$ cat config.mk
export PLATFORM = sky130hd
export DESIGN_NAME = shiftregister_framed_flat
export DESIGN_NICKNAME = d
export VERILOG_FILES = /design/src/rtl/shiftregister_framed_if.sv /design/src/rtl/shiftregister_framed.sv /design/src/flat_wrapper.sv
export SDC_FILE = /design/constraint.sdc
export NUM_CORES = 1
export LEC_CHECK = 0
export BUFFER_PORTS_ARGS = -buffer_cell sky130_fd_sc_hd__buf_2
export CAP_MARGIN = 20
export CELL_PAD_IN_SITES_DETAIL_PLACEMENT = 1
export CELL_PAD_IN_SITES_GLOBAL_PLACEMENT = 1
export CORE_UTILIZATION = 33
export CTS_CLUSTER_SIZE = 28
export DETAILED_ROUTE_END_ITERATION = 10
export GPL_TIMING_DRIVEN = 1
export PLACE_DENSITY = 0.77
export SYNTH_ARGS = -nofsm -noshare
export SYNTH_HDL_FRONTEND = slang
export SYNTH_SLANG_ARGS = --single-unit
export TNS_END_PERCENT = 100
$ cat constraint.sdc
create_clock -name clk -period 1.71 [get_ports clk]
set_input_delay 0.171 -clock clk [delete_from_list [all_inputs] [get_ports clk]]
set_output_delay 0.171 -clock clk [all_outputs]
set_load 0.03 [all_outputs]
$ cat src/rtl/shiftregister_framed_if.sv
// Bus between the SPI control FSM (master) and the framed shift register (slave).
// Carries parallel/serial data, shift/load strobes and frame status.
interface shiftregister_framed_if #(
    parameter int unsigned WIDTH = 8
);
    localparam int unsigned CNTW = $clog2(WIDTH + 1);

    logic             peripheralClkEdge;
    logic             parallelLoad;
    logic [WIDTH-1:0] parallelDataIn;
    logic             serialDataIn;
    logic             lsbFirst;
    logic             frameStart;
    logic [WIDTH-1:0] parallelDataOut;
    logic             serialDataOut;
    logic [CNTW-1:0]  bitCount;
    logic             frameDone;
    logic             frameValid;

    modport master (
        output peripheralClkEdge, parallelLoad, parallelDataIn, serialDataIn, lsbFirst,
               frameStart,
        input  parallelDataOut, serialDataOut, bitCount, frameDone, frameValid
    );

    modport slave (
        input  peripheralClkEdge, parallelLoad, parallelDataIn, serialDataIn, lsbFirst,
               frameStart,
        output parallelDataOut, serialDataOut, bitCount, frameDone, frameValid
    );
endinterface

$ cat src/rtl/shiftregister_framed.sv
// WIDTH-bit shift register with parallel load, runtime MSB/LSB-first shifting,
// a per-frame bit counter and frame-complete pulse/level.
module shiftregister_framed #(
    parameter int unsigned WIDTH = 8
) (
    input logic                   clk,
    input logic                   reset,
    shiftregister_framed_if.slave bus
);
    localparam int unsigned CNTW = $clog2(WIDTH + 1);

    logic [WIDTH-1:0] sreg_q, sreg_d;
    logic [CNTW-1:0]  cnt_q, cnt_d;
    logic             done_q, done_d;
    logic             valid_q, valid_d;
    logic [CNTW-1:0]  cnt_base;
    logic [CNTW-1:0]  cnt_inc;

    // frameStart restarts counting from zero even when it coincides with a shift
    assign cnt_base = bus.frameStart ? '0 : cnt_q;
    assign cnt_inc  = cnt_base + 1'b1;

    always_comb begin
        sreg_d  = sreg_q;
        cnt_d   = cnt_q;
        done_d  = 1'b0;
        valid_d = valid_q;
        if (bus.parallelLoad) begin
            sreg_d  = bus.parallelDataIn;
            cnt_d   = '0;
            valid_d = 1'b0;
        end else if (bus.peripheralClkEdge) begin
            if (bus.lsbFirst) begin
                sreg_d = {bus.serialDataIn, sreg_q[WIDTH-1:1]};
            end else begin
                sreg_d = {sreg_q[WIDTH-2:0], bus.serialDataIn};
            end
            if (cnt_inc == CNTW'(WIDTH)) begin
                cnt_d   = '0;
                done_d  = 1'b1;
                valid_d = 1'b1;
            end else begin
                cnt_d   = cnt_inc;
                valid_d = 1'b0;
            end
        end else if (bus.frameStart) begin
            cnt_d   = '0;
            valid_d = 1'b0;
        end
    end

    always_ff @(posedge clk) begin
        if (reset) begin
            sreg_q  <= '0;
            cnt_q   <= '0;
            done_q  <= 1'b0;
            valid_q <= 1'b0;
        end else begin
            sreg_q  <= sreg_d;
            cnt_q   <= cnt_d;
            done_q  <= done_d;
            valid_q <= valid_d;
        end
    end

    assign bus.parallelDataOut = sreg_q;
    assign bus.serialDataOut   = bus.lsbFirst ? sreg_q[0] : sreg_q[WIDTH-1];
    assign bus.bitCount        = cnt_q;
    assign bus.frameDone       = done_q;
    assign bus.frameValid      = valid_q;
endmodule

$ cat src/flat_wrapper.sv
// flat-port wrapper written by rule: the top's interface ports become plain ports
module shiftregister_framed_flat 
#(
    parameter int unsigned WIDTH = 8
)
  (clk, reset, bus_peripheralClkEdge, bus_parallelLoad, bus_parallelDataIn, bus_serialDataIn, bus_lsbFirst, bus_frameStart, bus_parallelDataOut, bus_serialDataOut, bus_bitCount, bus_frameDone, bus_frameValid);
  shiftregister_framed_if #(.WIDTH(WIDTH)) bus_i ();
  input logic clk;
  input logic reset;
  input wire logic [$bits(bus_i.peripheralClkEdge)-1:0] bus_peripheralClkEdge;
  input wire logic [$bits(bus_i.parallelLoad)-1:0] bus_parallelLoad;
  input wire logic [$bits(bus_i.parallelDataIn)-1:0] bus_parallelDataIn;
  input wire logic [$bits(bus_i.serialDataIn)-1:0] bus_serialDataIn;
  input wire logic [$bits(bus_i.lsbFirst)-1:0] bus_lsbFirst;
  input wire logic [$bits(bus_i.frameStart)-1:0] bus_frameStart;
  output wire logic [$bits(bus_i.parallelDataOut)-1:0] bus_parallelDataOut;
  output wire logic [$bits(bus_i.serialDataOut)-1:0] bus_serialDataOut;
  output wire logic [$bits(bus_i.bitCount)-1:0] bus_bitCount;
  output wire logic [$bits(bus_i.frameDone)-1:0] bus_frameDone;
  output wire logic [$bits(bus_i.frameValid)-1:0] bus_frameValid;
  assign bus_i.peripheralClkEdge = bus_peripheralClkEdge;
  assign bus_i.parallelLoad = bus_parallelLoad;
  assign bus_i.parallelDataIn = bus_parallelDataIn;
  assign bus_i.serialDataIn = bus_serialDataIn;
  assign bus_i.lsbFirst = bus_lsbFirst;
  assign bus_i.frameStart = bus_frameStart;
  assign bus_parallelDataOut = bus_i.parallelDataOut;
  assign bus_serialDataOut = bus_i.serialDataOut;
  assign bus_bitCount = bus_i.bitCount;
  assign bus_frameDone = bus_i.frameDone;
  assign bus_frameValid = bus_i.frameValid;
  shiftregister_framed #(.WIDTH(WIDTH)) u_core (.clk(clk), .reset(reset), .bus(bus_i));
endmodule
==> results.ini <==
[outcome]
status = complete, no violations

[global_routing]
grt_max_degree = 22
antenna_found_initial = 0
grt-ovfl-total = 0
grt_pass1_wl_um = 2280
grt_pass1_vias = 528
grt_use_total = 0.144

[sta]
drv_slew = 0
tns_ps = 0
worst_pin_slew_ps = 363
fmax_ghz = 0.815
setup_viol = 0
fin_worst_skew_ps = 4.22
period_minus_slack_ps = 1230
slew_headroom = 0.758
fin_crit_sh = 0.717
fin_ws_ps = 483
hold-worst-slack_ps = 137
rsz0062_at_grt = false
finalHoldViolCount = 0

[power_and_ir_drop]
vdd_drop_max_v = 0.000284
p_per_area_mw_per_mm2 = 797
leakage_uw = 0.000412
finalPower_uw = 675

[critical_path]
cp.arrival_ps = 1060
crit_end = bus_serialDataOut
crit_type = flop to primary output
crit_start = u_core.bus.parallelDataOut[0]$_SDFFE_PP0P_
r2r-end = u_core.bus.parallelDataOut[2]$_SDFFE_PP0P_
worstPathRequired_ps = 1540
r2r_start = u_core.bus.parallelDataOut[3]$_SDFFE_PP0P_
path_max_fanout = 4
startpoint_type = flop
cp-end-kind = primary output
reg2reg_slack_ps = 720
rr_worst_depth = 3

[cells_and_area]
fin_nets = 121
fin_util = 0.432
diodes = 0
drive_above_1_share = 0.327
syn2layout_area_growth_pct = 23.5

[die]
coreArea_mm2 = 0.00196
die_y_um = 47.6
start_util = 0.349
die_w_um = 47.6
die-area_mm2 = 0.00226
ios = 30
rows = 16

[yosys]
synth_cells = 78
synth_flop_cell = dfxtp_1
ys_seq_area_frac = 0.409
synthesis.nets = 93
synth_edf_count = 0
ys_warn_count = 0
ys_async_sr_fraction = 0
syn_avg_cell_area_um2 = 8.79
synth-seq-cells = 14
syn_area_um2 = 686
synth_cell_types = 22

[routing]
drt_pre_antenna_iters = 4
routed_wl_um = 1570
wl_per_cell_um = 12.0
drc = 0
vias = 631
vias_per_cell = 4.82
antenna_left = 0
drt_iter0_drc = 3

[flow_run]
cap_violations = 0

[clocking]
cts_setup_buffers = 0
htree_num_levels = 1
clock-sinks = 14
cts_hold_buf = 0
clockRootBuffer = clkbuf_4
numCtsBuffers = 3
insertion_delay_ps = 270
ctsLongestPathBuffers = 2
cts_tree = built
path_clk_slew_ps = 90
postCtsResizedCells = 0

[place]
place_hpwl_um = 1180
gp_congestion = 0.728
post-place-ws_ps = 600
port_buffers = 29

[min_path]
hold_class = primary input to flop

==> cell usage in the layout (no fill, tap or decap), drive strengths merged, types with 2 or more instances in the layout <==
master	count
dfxtp	14
a211o	8
nor2	10
a21oi	8
mux2i	8
clkbuf	3
nand2	9
xor2	2
buf	29
nor3	3
==> logic make-up after synthesis <==
group,Yosys count,synth area share
AND/OR/NAND/NOR,28,0.186
AO/OA/AOI/OAI,17,0.170
flip-flops,14,0.409
multiplexers,9,0.133
buffers and inverters,7,0.0639
XOR/XNOR,3,0.0383
==> power by group <==
part	internal [uW]	total (uW)	switching [uW]
logic	52.7	135	82.7
clock network	81.4	185	104
registers	340	355	14.6
total	474	675	201
==> through the flow <==
stage | std cells | cell area (um^2)
finish | 131 | 847
global route | 131 | 847
CTS | 131 | 847
detailed placement | 128 | 825
global placement | 128 | 825
floorplan | 78 | 686
==> cells in the mapped netlist, types with 2 or more instances <==
library cell   n  share of area
nor2_1        10          0.055
a21oi_1        8          0.058
xor2_1         2          0.026
clkbuf_1       2          0.011
a211o_1        8           0.10
buf_2          2          0.015
dfxtp_1       14           0.41
buf_6          2          0.033
nor3_1         2          0.015
mux2i_1        8           0.12
nand2_1        9          0.049
==> per-layer routing <==
layer | wire length [um] | GRT usage
met5 | 0 | 0
met4 | 19 | 0.0833
met3 | 34 | 0.0226
met2 | 759 | 0.230
met1 | 759 | 0.185
==> cell type report <==
| type | count | area [um^2] |
|---|---|---|
| Fill cell | 268 | 1110 |
| Multi-Input combinational cell | 57 | 362 |
| Sequential cell | 14 | 280 |
| Timing Repair Buffer | 29 | 145 |
| Tap cell | 27 | 33.8 |
| Clock buffer | 3 | 22.5 |
| Inverter | 1 | 3.75 |
==> registers in the layout, summed over array words and instances (netlist names) <==
| name | flops |
|---|---|
| u_core.bus.bitCount | 4 |
| u_core.bus.frameDone | 1 |
| u_core.bus.frameValid | 1 |
| u_core.bus.parallelDataOut | 8 |
==> worst max-delay path, cell delays in order, from the launching register on <==
cell and delay [ps]:
dfxtp_1 350, mux2_2 260, buf_2 170
==> worst min-delay path by stage <==
| stage | from | endpoint | slack, ps | depth (start not counted) |
|---|---|---|---|---|
| finish | bus_parallelDataIn[6] | u_core.bus.parallelDataOut[6]$_SDFFE_PP0P_ | 140 | 3 |
| global route | bus_parallelDataIn[6] | u_core.bus.parallelDataOut[6]$_SDFFE_PP0P_ | 120 | 3 |
| CTS | bus_parallelDataIn[6] | u_core.bus.parallelDataOut[6]$_SDFFE_PP0P_ | 130 | 3 |
| detailed placement | bus_parallelDataIn[6] | u_core.bus.parallelDataOut[6]$_SDFFE_PP0P_ | 430 | 3 |
| global placement | bus_parallelDataIn[6] | u_core.bus.parallelDataOut[6]$_SDFFE_PP0P_ | 410 | 3 |
| floorplan | bus_parallelDataIn[6] | u_core.bus.parallelDataOut[6]$_SDFFE_PP0P_ | 310 | 2 |
(Power assumes the default switching activity.)
